$ cat config.mk
export PLATFORM = sky130hd
export DESIGN_NAME = icb2axi_mport
export DESIGN_NICKNAME = d
export VERILOG_FILES = /design/src/rtl/icb2axi_mport.sv
export SDC_FILE = /design/constraint.sdc
export NUM_CORES = 1
export LEC_CHECK = 0
export CAP_MARGIN = 0
export CORE_AREA = 2 2 176 178
export CTS_CLUSTER_SIZE = 20
export DETAILED_ROUTE_END_ITERATION = 16
export DIE_AREA = 0 0 178 180
export HOLD_SLACK_MARGIN = 0.1
export SETUP_SLACK_MARGIN = 0.15
export SLEW_MARGIN = 20
export SYNTH_ARGS = -nofsm -noshare
export SYNTH_HDL_FRONTEND = slang
export SYNTH_SLANG_ARGS = --single-unit
$ cat constraint.sdc
create_clock -name clk -period 6.75 [get_ports clk]
set_clock_uncertainty 0.1 [all_clocks]
set_input_delay 1.35 -clock clk [delete_from_list [all_inputs] [get_ports clk]]
set_output_delay 1.35 -clock clk [all_outputs]
set_load 0.01 [all_outputs]
$ cat src/rtl/icb2axi_mport.sv
// ICB-to-AXI4 single-beat master port with in-order response return.
// Optional misaligned-address trapping is enabled by defining ICB2AXI_MISALIGN_CHK_EN.
module icb2axi_mport #(
    parameter int AW         = 32,
    parameter int DW         = 64,
    parameter int OUTS_DEPTH = 8,
    parameter int AXI_ID     = 0,
    parameter int IDW        = 4,
    localparam int MW        = DW / 8
) (
    input  logic           clk,
    input  logic           rst,

    input  logic           i_icb_cmd_valid,
    output logic           i_icb_cmd_ready,
    input  logic           i_icb_cmd_read,
    input  logic [AW-1:0]  i_icb_cmd_addr,
    input  logic [DW-1:0]  i_icb_cmd_wdata,
    input  logic [MW-1:0]  i_icb_cmd_wmask,
    output logic           i_icb_rsp_valid,
    input  logic           i_icb_rsp_ready,
    output logic           i_icb_rsp_err,
    output logic [DW-1:0]  i_icb_rsp_rdata,

    output logic           o_axi_arvalid,
    input  logic           o_axi_arready,
    output logic [IDW-1:0] o_axi_arid,
    output logic [AW-1:0]  o_axi_araddr,
    output logic [7:0]     o_axi_arlen,
    output logic [2:0]     o_axi_arsize,
    output logic [1:0]     o_axi_arburst,
    output logic           o_axi_arlock,
    output logic [3:0]     o_axi_arcache,
    output logic [2:0]     o_axi_arprot,

    output logic           o_axi_awvalid,
    input  logic           o_axi_awready,
    output logic [IDW-1:0] o_axi_awid,
    output logic [AW-1:0]  o_axi_awaddr,
    output logic [7:0]     o_axi_awlen,
    output logic [2:0]     o_axi_awsize,
    output logic [1:0]     o_axi_awburst,
    output logic           o_axi_awlock,
    output logic [3:0]     o_axi_awcache,
    output logic [2:0]     o_axi_awprot,

    output logic           o_axi_wvalid,
    input  logic           o_axi_wready,
    output logic [DW-1:0]  o_axi_wdata,
    output logic [MW-1:0]  o_axi_wstrb,
    output logic           o_axi_wlast,

    input  logic           o_axi_rvalid,
    output logic           o_axi_rready,
    input  logic [IDW-1:0] o_axi_rid,
    input  logic [DW-1:0]  o_axi_rdata,
    input  logic [1:0]     o_axi_rresp,
    input  logic           o_axi_rlast,

    input  logic           o_axi_bvalid,
    output logic           o_axi_bready,
    input  logic [IDW-1:0] o_axi_bid,
    input  logic [1:0]     o_axi_bresp
);

    localparam int SZ = $clog2(MW);
    localparam int PW = $clog2(OUTS_DEPTH);

    typedef enum logic [1:0] {
        TAG_RD  = 2'd0,
        TAG_WR  = 2'd1,
        TAG_ERR = 2'd2
    } tag_e;

    logic          ar_pend, aw_pend, w_pend;
    logic [AW-1:0] ar_addr_q, aw_addr_q;
    logic [DW-1:0] wdata_q;
    logic [MW-1:0] wstrb_q;
    tag_e          tag_mem [OUTS_DEPTH];
    logic [PW:0]   wr_ptr, rd_ptr;
    logic          fifo_empty, fifo_full;
    tag_e          head_tag, push_tag;
    logic          cmd_acc, cmd_err, pop;
`ifdef ICB2AXI_MISALIGN_CHK_EN
    logic          err_vld;
`endif

    assign fifo_empty = (wr_ptr == rd_ptr);
    assign fifo_full  = (wr_ptr[PW] != rd_ptr[PW]) && (wr_ptr[PW-1:0] == rd_ptr[PW-1:0]);
    assign head_tag   = tag_mem[rd_ptr[PW-1:0]];

    assign i_icb_cmd_ready = !fifo_full && !ar_pend && !aw_pend && !w_pend;
    assign cmd_acc         = i_icb_cmd_valid && i_icb_cmd_ready;

`ifdef ICB2AXI_MISALIGN_CHK_EN
    assign cmd_err = |i_icb_cmd_addr[SZ-1:0];
`else
    assign cmd_err = 1'b0;
`endif

    assign push_tag = cmd_err ? TAG_ERR : (i_icb_cmd_read ? TAG_RD : TAG_WR);

    // Response source follows the oldest outstanding command; the other channel is stalled.
    always_comb begin
        i_icb_rsp_valid = 1'b0;
        i_icb_rsp_err   = 1'b0;
        i_icb_rsp_rdata = '0;
        o_axi_rready    = 1'b0;
        o_axi_bready    = 1'b0;
        if (!fifo_empty) begin
            case (head_tag)
                TAG_RD: begin
                    i_icb_rsp_valid = o_axi_rvalid;
                    i_icb_rsp_err   = o_axi_rresp[1];
                    i_icb_rsp_rdata = o_axi_rdata;
                    o_axi_rready    = i_icb_rsp_ready;
                end
                TAG_WR: begin
                    i_icb_rsp_valid = o_axi_bvalid;
                    i_icb_rsp_err   = o_axi_bresp[1];
                    o_axi_bready    = i_icb_rsp_ready;
                end
                default: begin
`ifdef ICB2AXI_MISALIGN_CHK_EN
                    i_icb_rsp_valid = err_vld;
                    i_icb_rsp_err   = 1'b1;
`endif
                end
            endcase
        end
    end

    assign pop = i_icb_rsp_valid && i_icb_rsp_ready;

    always_ff @(posedge clk or negedge rst) begin
        if (!rst) begin
            wr_ptr  <= '0;
            rd_ptr  <= '0;
            ar_pend <= 1'b0;
            aw_pend <= 1'b0;
            w_pend  <= 1'b0;
`ifdef ICB2AXI_MISALIGN_CHK_EN
            err_vld <= 1'b0;
`endif
        end else begin
            if (cmd_acc) wr_ptr <= wr_ptr + 1'b1;
            if (pop)     rd_ptr <= rd_ptr + 1'b1;

            if (o_axi_arvalid && o_axi_arready) ar_pend <= 1'b0;
            if (o_axi_awvalid && o_axi_awready) aw_pend <= 1'b0;
            if (o_axi_wvalid && o_axi_wready)   w_pend  <= 1'b0;

            if (cmd_acc && !cmd_err) begin
                if (i_icb_cmd_read) begin
                    ar_pend <= 1'b1;
                end else begin
                    aw_pend <= 1'b1;
                    w_pend  <= 1'b1;
                end
            end
`ifdef ICB2AXI_MISALIGN_CHK_EN
            // Trapped responses appear one cycle after the entry becomes the head.
            err_vld <= !fifo_empty && (head_tag == TAG_ERR) && !pop;
`endif
        end
    end

    always_ff @(posedge clk) begin
        if (cmd_acc) begin
            tag_mem[wr_ptr[PW-1:0]] <= push_tag;
            if (i_icb_cmd_read) begin
                ar_addr_q <= i_icb_cmd_addr;
            end else begin
                aw_addr_q <= i_icb_cmd_addr;
                wdata_q   <= i_icb_cmd_wdata;
                wstrb_q   <= i_icb_cmd_wmask;
            end
        end
    end

    assign o_axi_arvalid = ar_pend;
    assign o_axi_arid    = IDW'(AXI_ID);
    assign o_axi_araddr  = ar_addr_q;
    assign o_axi_arlen   = 8'd0;
    assign o_axi_arsize  = 3'(SZ);
    assign o_axi_arburst = 2'b01;
    assign o_axi_arlock  = 1'b0;
    assign o_axi_arcache = 4'b0011;
    assign o_axi_arprot  = 3'b000;

    assign o_axi_awvalid = aw_pend;
    assign o_axi_awid    = IDW'(AXI_ID);
    assign o_axi_awaddr  = aw_addr_q;
    assign o_axi_awlen   = 8'd0;
    assign o_axi_awsize  = 3'(SZ);
    assign o_axi_awburst = 2'b01;
    assign o_axi_awlock  = 1'b0;
    assign o_axi_awcache = 4'b0011;
    assign o_axi_awprot  = 3'b000;

    assign o_axi_wvalid  = w_pend;
    assign o_axi_wdata   = wdata_q;
    assign o_axi_wstrb   = wstrb_q;
    assign o_axi_wlast   = 1'b1;

    // Single-beat, single-ID traffic: these response fields carry no information.
    logic unused_rsp_fields;
    assign unused_rsp_fields = ^{o_axi_rid, o_axi_rlast, o_axi_bid, o_axi_rresp[0], o_axi_bresp[0]};

endmodule

==> results of run 1 <==
[cell families (layout without fill, tap and decap cells)]
kind of cell             count (synthesis)  in the layout
buffers and inverters                   70            427
adder cells (fa/ha/maj)                  2              2
AO/OA/AOI/OAI                            4              4
XOR/XNOR                                10             10
flip-flops                             155            155
other                                    2             53
multiplexers                            10             10
AND/OR/NAND/NOR                        102            102
[cell type report]
| cell class | instances | area [µm²] | share of cell area [%] |
|---|---|---|---|
| well taps | 396 | 495 | 4.62 |
| clock buffers | 17 | 425 | 3.96 |
| multi-input cells | 179 | 1090 | 10.2 |
| repair buffers | 390 | 3940 | 36.7 |
| flip-flops and latches | 155 | 4600 | 42.9 |
| diodes | 2 | 5.00 | 0.0466 |
| inverters | 5 | 18.8 | 0.175 |
| clock inverters | 15 | 154 | 1.43 |
[placed cells by master, fill, tap and decap left out, types with 3 or more instances in the layout]
| master | count |
|---|---|
| sky130_fd_sc_hd__mux2i_1 | 7 |
| sky130_fd_sc_hd__conb_1 | 51 |
| sky130_fd_sc_hd__nand4_1 | 6 |
| sky130_fd_sc_hd__o22ai_1 | 3 |
| sky130_fd_sc_hd__inv_6 | 5 |
| sky130_fd_sc_hd__and2_1 | 66 |
| sky130_fd_sc_hd__inv_8 | 3 |
| sky130_fd_sc_hd__clkbuf_16 | 17 |
| sky130_fd_sc_hd__xor2_1 | 4 |
| sky130_fd_sc_hd__inv_1 | 5 |
| sky130_fd_sc_hd__nor2_4 | 3 |
| sky130_fd_sc_hd__nand2_1 | 4 |
| sky130_fd_sc_hd__dfrtp_1 | 11 |
| sky130_fd_sc_hd__clkdlybuf4s50_1 | 387 |
| sky130_fd_sc_hd__edfxtp_1 | 144 |
| sky130_fd_sc_hd__xnor2_1 | 6 |
| sky130_fd_sc_hd__nor2_1 | 3 |
| sky130_fd_sc_hd__nand3_1 | 4 |
| sky130_fd_sc_hd__nor3_1 | 3 |
[through the flow]
| step | power [µW] | hold WS (ns) | util [%] | setup slack, ns |
|---|---|---|---|---|
| 6_report | 4080 | 0.400 | 35.5 | 2.13 |
| 5_1_grt | 4310 | 0.407 | 35.5 | 1.86 |
| 4_1_cts | 4120 | 0.395 | 35.4 | 1.63 |
| 3_5_place_dp | 3160 | 0.384 | 33.5 | 2.12 |
| 3_3_place_gp | 3140 | 0.383 | 33.5 | 2.20 |
| 2_1_floorplan | 2190 | 0.361 | - | 0.227 |
[flip-flops by register name, indices dropped and copies added, names as in the netlist]
name and cells:
o_axi_araddr 32, o_axi_arvalid 1, o_axi_awaddr 32, o_axi_awvalid 1
o_axi_wdata 64, o_axi_wstrb 8, o_axi_wvalid 1, rd_ptr 4
tag_mem 8, wr_ptr 4
[worst max-delay path, cell delays in order (launching register included)]
cell                              delay (ns)
sky130_fd_sc_hd__dfrtp_1                0.58
sky130_fd_sc_hd__nor2b_2                0.07
sky130_fd_sc_hd__a2111oi_0              0.36
sky130_fd_sc_hd__and4b_1                0.38
sky130_fd_sc_hd__nor2_4                 0.38
sky130_fd_sc_hd__buf_16                 0.23
sky130_fd_sc_hd__and2_1                 0.14
sky130_fd_sc_hd__clkdlybuf4s50_1        0.58
[metal layers]
metal / vias up / global-route usage, % / routed length (µm)
met4: 2 / 5.80 / 623
li1: 1953 / - / -
met3: 30 / 5.80 / 2510
met1: 2001 / 9.77 / 5650
met2: 306 / 24.2 / 11200
met5: - / 0 / 7
[power breakdown]
part | switching (µW) | internal, µW
registers | 98.6 | 1280
logic | 781 | 984
clock network | 417 | 521
total | 1300 | 2790
[path summary, 6_finish.rpt]
check                      startpoint  slack [ns]             endpoint
setup reg to reg            rd_ptr[0]        4.18     o_axi_awaddr[19]
hold reg to reg             wr_ptr[3]        0.40            wr_ptr[3]
setup / recovery            rd_ptr[0]        2.13  i_icb_rsp_rdata[36]
hold / removal              wr_ptr[3]        0.40            wr_ptr[3]
max in group asynchronous         rst        5.02            rd_ptr[2]
min in group asynchronous         rst        1.17            wr_ptr[0]
==> results_tabular.tex, run 1 <==
\begin{tabular}{lr}
\hline
Metric & Value \\
\hline
\multicolumn{2}{l}{\textbf{Synth}} \\
Cell with the most instances after synthesis & sky130\_fd\_sc\_hd\_\_edfxtp\_1 \\
Number of standard cells after synthesis & between 300 and 400 \\
Area share of the largest cell type after synthesis & 72.5\% \\
Dominant cell type by area after synthesis & sky130\_fd\_sc\_hd\_\_edfxtp\_1 \\
Xor-xnor portion of the synthesized cell area & 1.47\% \\
Main combinational cell family by area after synthesis & simple AND/OR/NAND/NOR gates \\
Register bit total from synthesis & 155 \\
Number of enable flip-flop cells after synthesis & 144 \\
Warnings from Yosys & 0 \\
Number of distinct standard cells referenced by the synthesized netlist & 32 \\
Share of flip-flops with an asynchronous set or reset & 7.10\% \\
Portion of the post-synthesis area used by sequential elements & 77.1\% \\
Simple-gate portion of the synthesized area & 10.5\% \\
Cell area after synthesis & 5960 µm² \\
Leading cell types by total area after synthesis & sky130\_fd\_sc\_hd\_\_edfxtp\_1 73\%, sky130\_fd\_sc\_hd\_\_and2\_1 6.9\%, sky130\_fd\_sc\_hd\_\_buf\_4 6.4\% \\
Top post-synthesis cells by count & 144 x sky130\_fd\_sc\_hd\_\_edfxtp\_1, 66 x sky130\_fd\_sc\_hd\_\_and2\_1, 51 x sky130\_fd\_sc\_hd\_\_buf\_4 \\
Compound-cell area share of the yosys netlist & 0.462\% \\
Proportion of synthesized area in mux cells & 1.87\% \\
Arithmetic-cell share of the synthesized area counting full adders, half adders and majority gates & 0.420\% \\
Most common flop cell mapped by yosys & sky130\_fd\_sc\_hd\_\_edfxtp\_1 \\
Mean area per synthesized cell & 16.8 µm² \\
\multicolumn{2}{l}{\textbf{Power}} \\
Peak supply drop & 0.000230 V \\
Leakage dissipation & 0.00381 µW \\
Pwr dens & 380 nW/µm² \\
\multicolumn{2}{l}{\textbf{Clocking}} \\
Number of sinks driven by the clock tree & 155 \\
Max Buffers Root-to-Sink & 2 \\
H-tree level count & 4 \\
Clk pin slew, worst setup/hold paths & $\sim$0.070 ns \\
Number of clock buffers inserted by TritonCTS & 17 \\
Buffer cell driving the clock tree root & sky130\_fd\_sc\_hd\_\_clkbuf\_16 \\
CTS tree & built \\
PostCTS Resize Cnt & 0 \\
Clk Latency, worst-skew pair & 0.42 ns \\
Hold-fix buffers at CTS & 0 \\
Post-CTS Repair Setup Buffers & 0 \\
\multicolumn{2}{l}{\textbf{Final layout}} \\
Layout Area Growth over Synthesis & 79.9\% \\
Post-route design area & 10700 µm² \\
Post-layout nets & about 940 \\
Final-layout fill cell count & between 2000 and 3000 \\
Share of final-layout standard cells stronger than drive strength 1 & 5.65\% \\
Finished Layout Cells & 1159 \\
\multicolumn{2}{l}{\textbf{Timing}} \\
Period utilization & 68.4\% \\
Final Hold Viols & 0 \\
Remaining max-slew budget at the tightest pin & 54.5\% \\
Max-slew violation total from the final report & 0 \\
Count of final setup violators & 0 \\
Post-route setup TNS & 0 ns \\
Slew at the pin closest to its max-slew limit & 0.682 ns \\
Shortest period the worst path allows & roughly 4.6 ns \\
Highest achievable clock rate & 216 MHz \\
RSZ-0062 raised after global routing & false \\
\multicolumn{2}{l}{\textbf{Drt}} \\
Final antenna-violating net count & 0 \\
Detailed-route via count & 4292 \\
DR vias/cell & between 3 and 4 \\
First-pass detailed-route iteration total & 4 \\
Residual DRC count & 0 \\
Post-detailed-routing wire length & around 20000 µm \\
Initial detailed-routing violation count & 119 \\
Routed length per placed instance & about 17 µm \\
\multicolumn{2}{l}{\textbf{Worst setup path}} \\
Critical path peak fanout & 46 \\
Capturing element type of the critical path & output port \\
Data arrival, critical path & 3.17 ns \\
Worst reg-to-reg path cell count & 6 \\
Category of the worst setup path launch point & flip-flop \\
WS Path Type & flip-flop to output port \\
Data required time of the worst path & around 5.3 ns \\
\multicolumn{2}{l}{\textbf{Placement}} \\
GPL Wtd Cong & $\sim$0.75 \\
Cell Count Post-Placement & 1124 \\
Number of port buffers & 387 \\
Post-DP Area & 10100 µm² \\
Half-perimeter wire length of the detailed placement result & about 16000 µm \\
\multicolumn{2}{l}{\textbf{Die}} \\
Die outline width & 178 µm \\
Full die area & 32000 µm² \\
Top-level port count & 450 \\
Chip height & roughly 180 µm \\
Std-Cell Rows & 64 \\
Core area & around 30000 µm² \\
Starting density of the core & between 10\% and 20\% \\
\multicolumn{2}{l}{\textbf{Min path}} \\
Min-Delay Path Depth & 1 \\
Class of the tightest hold or removal check & flip-flop to flip-flop \\
\multicolumn{2}{l}{\textbf{Global routing}} \\
Maximum number of pins on one net before global-route repair & $\sim$110 \\
Global router's overall resource usage & 12.3\% \\
Sum of overflow across all layers after global routing & 0 \\
Global-route wire length before repair & about 28000 µm \\
Number of antenna violations at the first check in global routing & 9 \\
Number of global-route vias before repair & 4387 \\
\multicolumn{2}{l}{\textbf{Flow run}} \\
Max\_cap viols & 0 \\
\multicolumn{2}{l}{\textbf{Outcome}} \\
Result of the run & completed \\
\hline
\end{tabular}
No activity file was read; power rests on OpenSTA's default activity.
==> run 2, diff against run 1 <==
==> constraint.sdc (replaced) <==
create_clock -name clk -period 4.4 [get_ports clk]
set_clock_uncertainty 0.1 [all_clocks]
set_input_delay 0.88 -clock clk [delete_from_list [all_inputs] [get_ports clk]]
set_output_delay 0.88 -clock clk [all_outputs]
set_load 0.01 [all_outputs]
==> results_tabular.tex, run 2 (synthesis gave the netlist of run 1 again) <==
\begin{tabular}{lr}
\hline
Metric & Value \\
\hline
\multicolumn{2}{l}{\textbf{Timing}} \\
RSZ-0062 raised after global routing & false \\
Final Hold Viols & 0 \\
Count of final setup violators & 0 \\
Period utilization & 91.7\% \\
Slew at the pin closest to its max-slew limit & 0.760 ns \\
Highest achievable clock rate & 248 MHz \\
Max-slew violation total from the final report & 0 \\
Shortest period the worst path allows & 4.04 ns \\
Remaining max-slew budget at the tightest pin & 49.2\% \\
Final setup margin & 0.364 ns \\
Post-route setup TNS & 0 ns \\
\multicolumn{2}{l}{\textbf{Final layout}} \\
Commonest cells after routing, fill and taps aside & 387 x sky130\_fd\_sc\_hd\_\_clkdlybuf4s50\_1, 144 x sky130\_fd\_sc\_hd\_\_edfxtp\_1, 66 x sky130\_fd\_sc\_hd\_\_and2\_1, 51 x sky130\_fd\_sc\_hd\_\_conb\_1, 17 x sky130\_fd\_sc\_hd\_\_clkbuf\_16 \\
Post-layout nets & $\sim$950 \\
Number of flip-flops in the largest register & 64 \\
Layout Area Growth over Synthesis & 81.5\% \\
Finished Layout Cells & 1174 \\
Share of final-layout standard cells stronger than drive strength 1 & 7.13\% \\
Most common library cell in the layout ignoring fill and taps & sky130\_fd\_sc\_hd\_\_clkdlybuf4s50\_1 \\
Final-layout fill cell count & roughly 2900 \\
\multicolumn{2}{l}{\textbf{Drt}} \\
Initial detailed-routing violation count & between 100 and 150 \\
Residual DRC count & 0 \\
First-pass detailed-route iteration total & 4 \\
Post-detailed-routing wire length & 21600 µm \\
DR vias/cell & 3.66 \\
Detailed-route via count & 4296 \\
Final antenna-violating net count & 0 \\
Routed length per placed instance & $\sim$18 µm \\
\multicolumn{2}{l}{\textbf{Global routing}} \\
Maximum number of pins on one net before global-route repair & 26 \\
Busiest layer in global routing & met2 \\
Number of antenna violations at the first check in global routing & 12 \\
Met1 Resource Use GR & between 10\% and 20\% \\
Met3 routing resource usage after global routing & under 10\% \\
Number of global-route vias before repair & around 4500 \\
Global router's overall resource usage & 13.3\% \\
Fraction of met2 tracks used by global routing & 24.8\% \\
Sum of overflow across all layers after global routing & 0 \\
Global-route wire length before repair & 29600 µm \\
\multicolumn{2}{l}{\textbf{Power}} \\
Pwr dens & 584 nW/µm² \\
Peak supply drop & around 0.00029 V \\
Leakage dissipation & 0.00386 µW \\
\multicolumn{2}{l}{\textbf{Worst setup path}} \\
Worst reg-to-reg path cell count & 6 \\
Termination of the worst setup path & i\_icb\_rsp\_rdata[3] \\
Data arrival, critical path & 3.06 ns \\
Data required time of the worst path & between 3 and 4 ns \\
Logic depth of the worst path, buffers included & 7 \\
Delay of the slowest critical-path stage & 0.54 ns \\
Launch point of the worst path & rd\_ptr[0] \\
CP top delay family & simple AND/OR/NAND/NOR gates \\
Worst flop-to-flop path startpoint & wr\_ptr[0] \\
Flop-to-flop setup slack & 1.64 ns \\
WS Path Type & flip-flop to output port \\
Standard cell with the maximum stage delay on the critical path & sky130\_fd\_sc\_hd\_\_clkdlybuf4s50\_1 \\
Category of the worst setup path launch point & flip-flop \\
Endpoint of the worst register-to-register path & o\_axi\_wdata[8] \\
Critical path peak fanout & 21 \\
Buffers and inverters on the worst path & 2 \\
Cell breakdown of the critical path & nor2b\_2 > a2111oi\_0 > and4b\_1 > nor2\_4 > buf\_4 > and2\_1 > clkdlybuf4s50\_1 \\
Capturing element type of the critical path & output port \\
\multicolumn{2}{l}{\textbf{Clocking}} \\
Post-CTS Repair Setup Buffers & 0 \\
H-tree level count & 4 \\
Number of sinks driven by the clock tree & 155 \\
Buffer cell driving the clock tree root & sky130\_fd\_sc\_hd\_\_clkbuf\_16 \\
Clk pin slew, worst setup/hold paths & roughly 0.070 ns \\
Max Buffers Root-to-Sink & 2 \\
CTS tree & built \\
Number of clock buffers inserted by TritonCTS & 17 \\
Clk Latency, worst-skew pair & 0.43 ns \\
\multicolumn{2}{l}{\textbf{Die}} \\
Chip height & about 180 µm \\
Starting density of the core & 19.8\% \\
Std-Cell Rows & 64 \\
Die outline width & 178 µm \\
Full die area & 32000 µm² \\
Core area & 30200 µm² \\
Top-level port count & 450 \\
\multicolumn{2}{l}{\textbf{Placement}} \\
GPL Wtd Cong & 0.766 \\
Half-perimeter wire length of the detailed placement result & 18000 µm \\
Pre-CTS worst setup slack & 0.632 ns \\
Number of port buffers & 387 \\
Cell Count Post-Placement & 1134 \\
\multicolumn{2}{l}{\textbf{Outcome}} \\
Result of the run & completed \\
\multicolumn{2}{l}{\textbf{Min path}} \\
Class of the tightest hold or removal check & flip-flop to flip-flop \\
Worst hold start & wr\_ptr[3] \\
\multicolumn{2}{l}{\textbf{Flow run}} \\
Max\_cap viols & 0 \\
\hline
\end{tabular}
[run 2: changes by cell type in the layout (fill, tap and decap cells not counted), moves of 2 or more]
cell / delta
sky130_fd_sc_hd__buf_4: +8
sky130_fd_sc_hd__diode_2: +5
sky130_fd_sc_hd__buf_12: +2
sky130_fd_sc_hd__clkinv_8: +2
[run 2: worst min-delay path by stage]
| stage | cells past startpoint | slack [ns] | endpoint |
|---|---|---|---|
| final | 1 | 0.39 | wr_ptr[3] |
| after global routing | 1 | 0.42 | rd_ptr[3] |
| after CTS | 1 | 0.39 | rd_ptr[3] |
| after detailed placement | 1 | 0.38 | rd_ptr[3] |
| after global placement | 1 | 0.38 | rd_ptr[3] |
| after floorplan | 1 | 0.36 | rd_ptr[3] |
[run 2: area by class of cell]
cell class                      count  area [µm²]  share of cell area [%]
Clock buffer                       17         425                    3.93
Sequential cell                   155        4600                    42.5
Tap cell                          396         495                    4.58
Inverter                            5        18.8                   0.173
Antenna cell                        7        17.5                   0.162
Clock inverter                     15         153                    1.41
Multi-Input combinational cell    180        1100                    10.1
Timing Repair Buffer              399        4010                    37.1
[run 2: through the flow]
stage          cell area (µm²)  hold WS (ns)  utilization [%]  total power, µW
6_report                 10800         0.391             35.8             6320
5_1_grt                  10800         0.421             35.8             6670
4_1_cts                  10800         0.394             35.8             6430
3_5_place_dp             10200         0.381             33.8             4960
3_3_place_gp             10200         0.375             33.8             4940
2_1_floorplan             6150         0.361                -             3340
[run 2: layer usage]
metal	wire, µm	up-vias
met5	23	-
met2	11500	286
met4	391	4
met3	3260	23
li1	-	1983
met1	6340	2000
[run 2: what timing repair did]
action / 4_1_cts / 5_1_grt
endpoints found under the setup margin: 2 / 37
pin swaps: 1 / 0
gates resized for setup: 0 / 1
cloned: 1 / 0
hold buffers: 0 / 0
[run 2: power by group]
group / total, µW / switching, µW / internal [µW]
combinational: 2790 / 1260 / 1530
sequential: 2110 / 148 / 1960
clock: 1420 / 664 / 754
total: 6320 / 2080 / 4240
[run 2: worst register-to-register path: stages (launching register included)]
cell and delay, ns:
sky130_fd_sc_hd__dfrtp_1 0.57, sky130_fd_sc_hd__xnor2_1 0.17, sky130_fd_sc_hd__nand4_1 0.18, sky130_fd_sc_hd__and2_1 0.17, sky130_fd_sc_hd__nand2_1 0.27, sky130_fd_sc_hd__nor2_4 0.68, sky130_fd_sc_hd__buf_12 0.29
==> run 3, diff against run 2 <==
--- a/config.mk
+++ b/config.mk
@@ -6,10 +6,10 @@
 export NUM_CORES = 1
 export LEC_CHECK = 0
 export CAP_MARGIN = 0
-export CORE_AREA = 2 2 176 178
+export CORE_AREA = 2 2 174 176
 export CTS_CLUSTER_SIZE = 20
 export DETAILED_ROUTE_END_ITERATION = 16
-export DIE_AREA = 0 0 178 180
+export DIE_AREA = 0 0 176 178
 export HOLD_SLACK_MARGIN = 0.1
 export SETUP_SLACK_MARGIN = 0.15
 export SLEW_MARGIN = 20
==> constraint.sdc (replaced) <==
create_clock -name clk -period 4.8 [get_ports clk]
set_clock_uncertainty 0.1 [all_clocks]
set_input_delay 0.96 -clock clk [delete_from_list [all_inputs] [get_ports clk]]
set_output_delay 0.96 -clock clk [all_outputs]
set_load 0.01 [all_outputs]
==> results_tabular.tex, run 3 (synthesis gave the netlist of run 1 again) <==
\begin{tabular}{lr}
\hline
Metric & Value \\
\hline
\multicolumn{2}{l}{\textbf{Worst setup path}} \\
Critical path peak fanout & 33 \\
Cell breakdown of the critical path & nor2b\_2 > a2111oi\_0 > and4b\_1 > nor2\_4 > buf\_4 > and2\_1 > clkdlybuf4s50\_1 \\
Data arrival, critical path & 3.30 ns \\
Data required time of the worst path & 3.74 ns \\
Delay of the slowest critical-path stage & between 0.5 and 0.6 ns \\
Buffers and inverters on the worst path & 2 \\
WS Path Type & flip-flop to output port \\
Capturing element type of the critical path & output port \\
CP top delay family & simple AND/OR/NAND/NOR gates \\
Category of the worst setup path launch point & flip-flop \\
Standard cell with the maximum stage delay on the critical path & sky130\_fd\_sc\_hd\_\_dfrtp\_1 \\
Worst flop-to-flop path startpoint & rd\_ptr[0] \\
Launch point of the worst path & rd\_ptr[0] \\
\multicolumn{2}{l}{\textbf{Drt}} \\
Uppermost layer routed & met5 \\
Initial detailed-routing violation count & 114 \\
Detailed-route via count & $\sim$4300 \\
Routed length per placed instance & roughly 17 µm \\
Residual DRC count & 0 \\
First-pass detailed-route iteration total & 4 \\
Final antenna-violating net count & 0 \\
Met3 Wirelength & 2460 µm \\
Met2 layer wire length in the routed design & 10800 µm \\
DR vias/cell & 3.70 \\
DRT met1 WL & 5960 µm \\
Post-detailed-routing wire length & 19800 µm \\
\multicolumn{2}{l}{\textbf{Timing}} \\
Slew at the pin closest to its max-slew limit & between 0.8 and 0.9 ns \\
Max-slew violation total from the final report & 0 \\
Remaining max-slew budget at the tightest pin & 46.3\% \\
Shortest period the worst path allows & 4.36 ns \\
Count of final setup violators & 0 \\
RSZ-0062 raised after global routing & false \\
Period utilization & 90.8\% \\
Min Hold Slack & around 0.4 ns \\
Final Hold Viols & 0 \\
Highest achievable clock rate & 229 MHz \\
Post-route setup TNS & 0 ns \\
\multicolumn{2}{l}{\textbf{Global routing}} \\
Maximum number of pins on one net before global-route repair & 36 \\
Sum of overflow across all layers after global routing & 0 \\
Global-route wire length before repair & between 20000 and 30000 µm \\
Number of antenna violations at the first check in global routing & 7 \\
Number of global-route vias before repair & 4312 \\
Global router's overall resource usage & 12.2\% \\
\multicolumn{2}{l}{\textbf{Power}} \\
Switching power total & approximately 1800 µW \\
Relative contribution of combinational cells to total power & $\sim$44\% \\
Clock network fraction of total power & 22.3\% \\
Share of total power consumed by net switching & a little under a third \\
Peak supply drop & approximately 0.00027 V \\
Pwr dens & 529 nW/µm² \\
Cell-internal power & between 3000 and 4000 µW \\
Sequential group share of total power & between 30\% and 40\% \\
Leakage dissipation & approximately 0.0038 µW \\
\multicolumn{2}{l}{\textbf{Min path}} \\
Class of the tightest hold or removal check & flip-flop to flip-flop \\
Worst hold start & wr\_ptr[3] \\
\multicolumn{2}{l}{\textbf{Outcome}} \\
Result of the run & completed \\
\multicolumn{2}{l}{\textbf{Clocking}} \\
Number of clock buffers inserted by TritonCTS & 17 \\
Hold-fix buffers at CTS & 0 \\
Post-CTS Repair Setup Buffers & 0 \\
CTS tree & built \\
Clk pin slew, worst setup/hold paths & 0.06 ns \\
PostCTS Resize Cnt & 0 \\
H-tree level count & 4 \\
Buffer cell driving the clock tree root & sky130\_fd\_sc\_hd\_\_clkbuf\_16 \\
Max Buffers Root-to-Sink & 2 \\
Clk Latency, worst-skew pair & 0.42 ns \\
Number of sinks driven by the clock tree & about 160 \\
\multicolumn{2}{l}{\textbf{Die}} \\
Starting density of the core & 20.3\% \\
Std-Cell Rows & between 60 and 70 \\
Core area & about 29000 µm² \\
Top-level port count & 450 \\
Chip height & 178 µm \\
Die outline width & $\sim$180 µm \\
Full die area & 31300 µm² \\
\multicolumn{2}{l}{\textbf{Final layout}} \\
Number of flip-flops in the largest register & 64 \\
Most common library cell in the layout ignoring fill and taps & sky130\_fd\_sc\_hd\_\_clkdlybuf4s50\_1 \\
Layout Area Growth over Synthesis & 79.8\% \\
Finished Layout Cells & 1162 \\
Final-layout fill cell count & 2810 \\
Post-route design area & 10700 µm² \\
Commonest cells after routing, fill and taps aside & 387 x sky130\_fd\_sc\_hd\_\_clkdlybuf4s50\_1, 144 x sky130\_fd\_sc\_hd\_\_edfxtp\_1, 66 x sky130\_fd\_sc\_hd\_\_and2\_1, 51 x sky130\_fd\_sc\_hd\_\_conb\_1, 17 x sky130\_fd\_sc\_hd\_\_clkbuf\_16 \\
Post-layout nets & $\sim$950 \\
Share of final-layout standard cells stronger than drive strength 1 & 6.01\% \\
\multicolumn{2}{l}{\textbf{Placement}} \\
GPL Wtd Cong & about 0.77 \\
Number of port buffers & 387 \\
Half-perimeter wire length of the detailed placement result & $\sim$16000 µm \\
Cell Count Post-Placement & around 1100 \\
Post-DP Area & around 10000 µm² \\
\multicolumn{2}{l}{\textbf{Flow run}} \\
Max\_cap viols & 0 \\
\hline
\end{tabular}
## run 3: layout make-up
class                      count  area [µm²]  area share [%]
sequential                   155        4600            42.9
clock buffer                  19         433            4.04
clock inverter                13         119            1.11
inverter                       5        18.8           0.175
antenna                        6        15.0           0.140
timing repair buffer         395        3960            36.9
tap                          390         488            4.55
multi-input combinational    179        1090            10.2
## run 3: power groups by stage
stage | clock [µW] | combinational [µW] | sequential [µW]
2_1_floorplan | 0 | 1030 | 2030
3_3_place_gp | 0 | 2500 | 1960
3_5_place_dp | 0 | 2510 | 1970
4_1_cts | 1300 | 2520 | 1940
5_1_grt | 1360 | 2670 | 1970
6_report | 1270 | 2470 | 1940
## run 3: worst paths after layout
kind | endpoint | slack [ns] | cells past startpoint
setup / recovery | i_icb_rsp_rdata[14] | 0.44 | 7
hold / removal | wr_ptr[3] | 0.39 | 1
setup reg to reg | o_axi_awaddr[20] | 1.96 | 6
hold reg to reg | wr_ptr[3] | 0.39 | 1
max in group asynchronous | o_axi_awvalid | 3.46 | 1
min in group asynchronous | wr_ptr[3] | 0.78 | 1
## run 3: routing by layer
metal  track usage [%]  vias to the layer above
met2              23.1                      283
met5                 0                        -
met1              10.2                     2012
met3              6.91                       26
li1                  -                     1974
met4              5.48                        6
## run 3: metrics by stage
step,utilization [%],power [µW],setup slack (ns)
6_report,36.5,5670,0.440
3_3_place_gp,34.5,4460,0.838
5_1_grt,36.4,5990,0.164
3_5_place_dp,34.5,4480,0.809
2_1_floorplan,-,3070,0.303
4_1_cts,36.4,5760,0.330
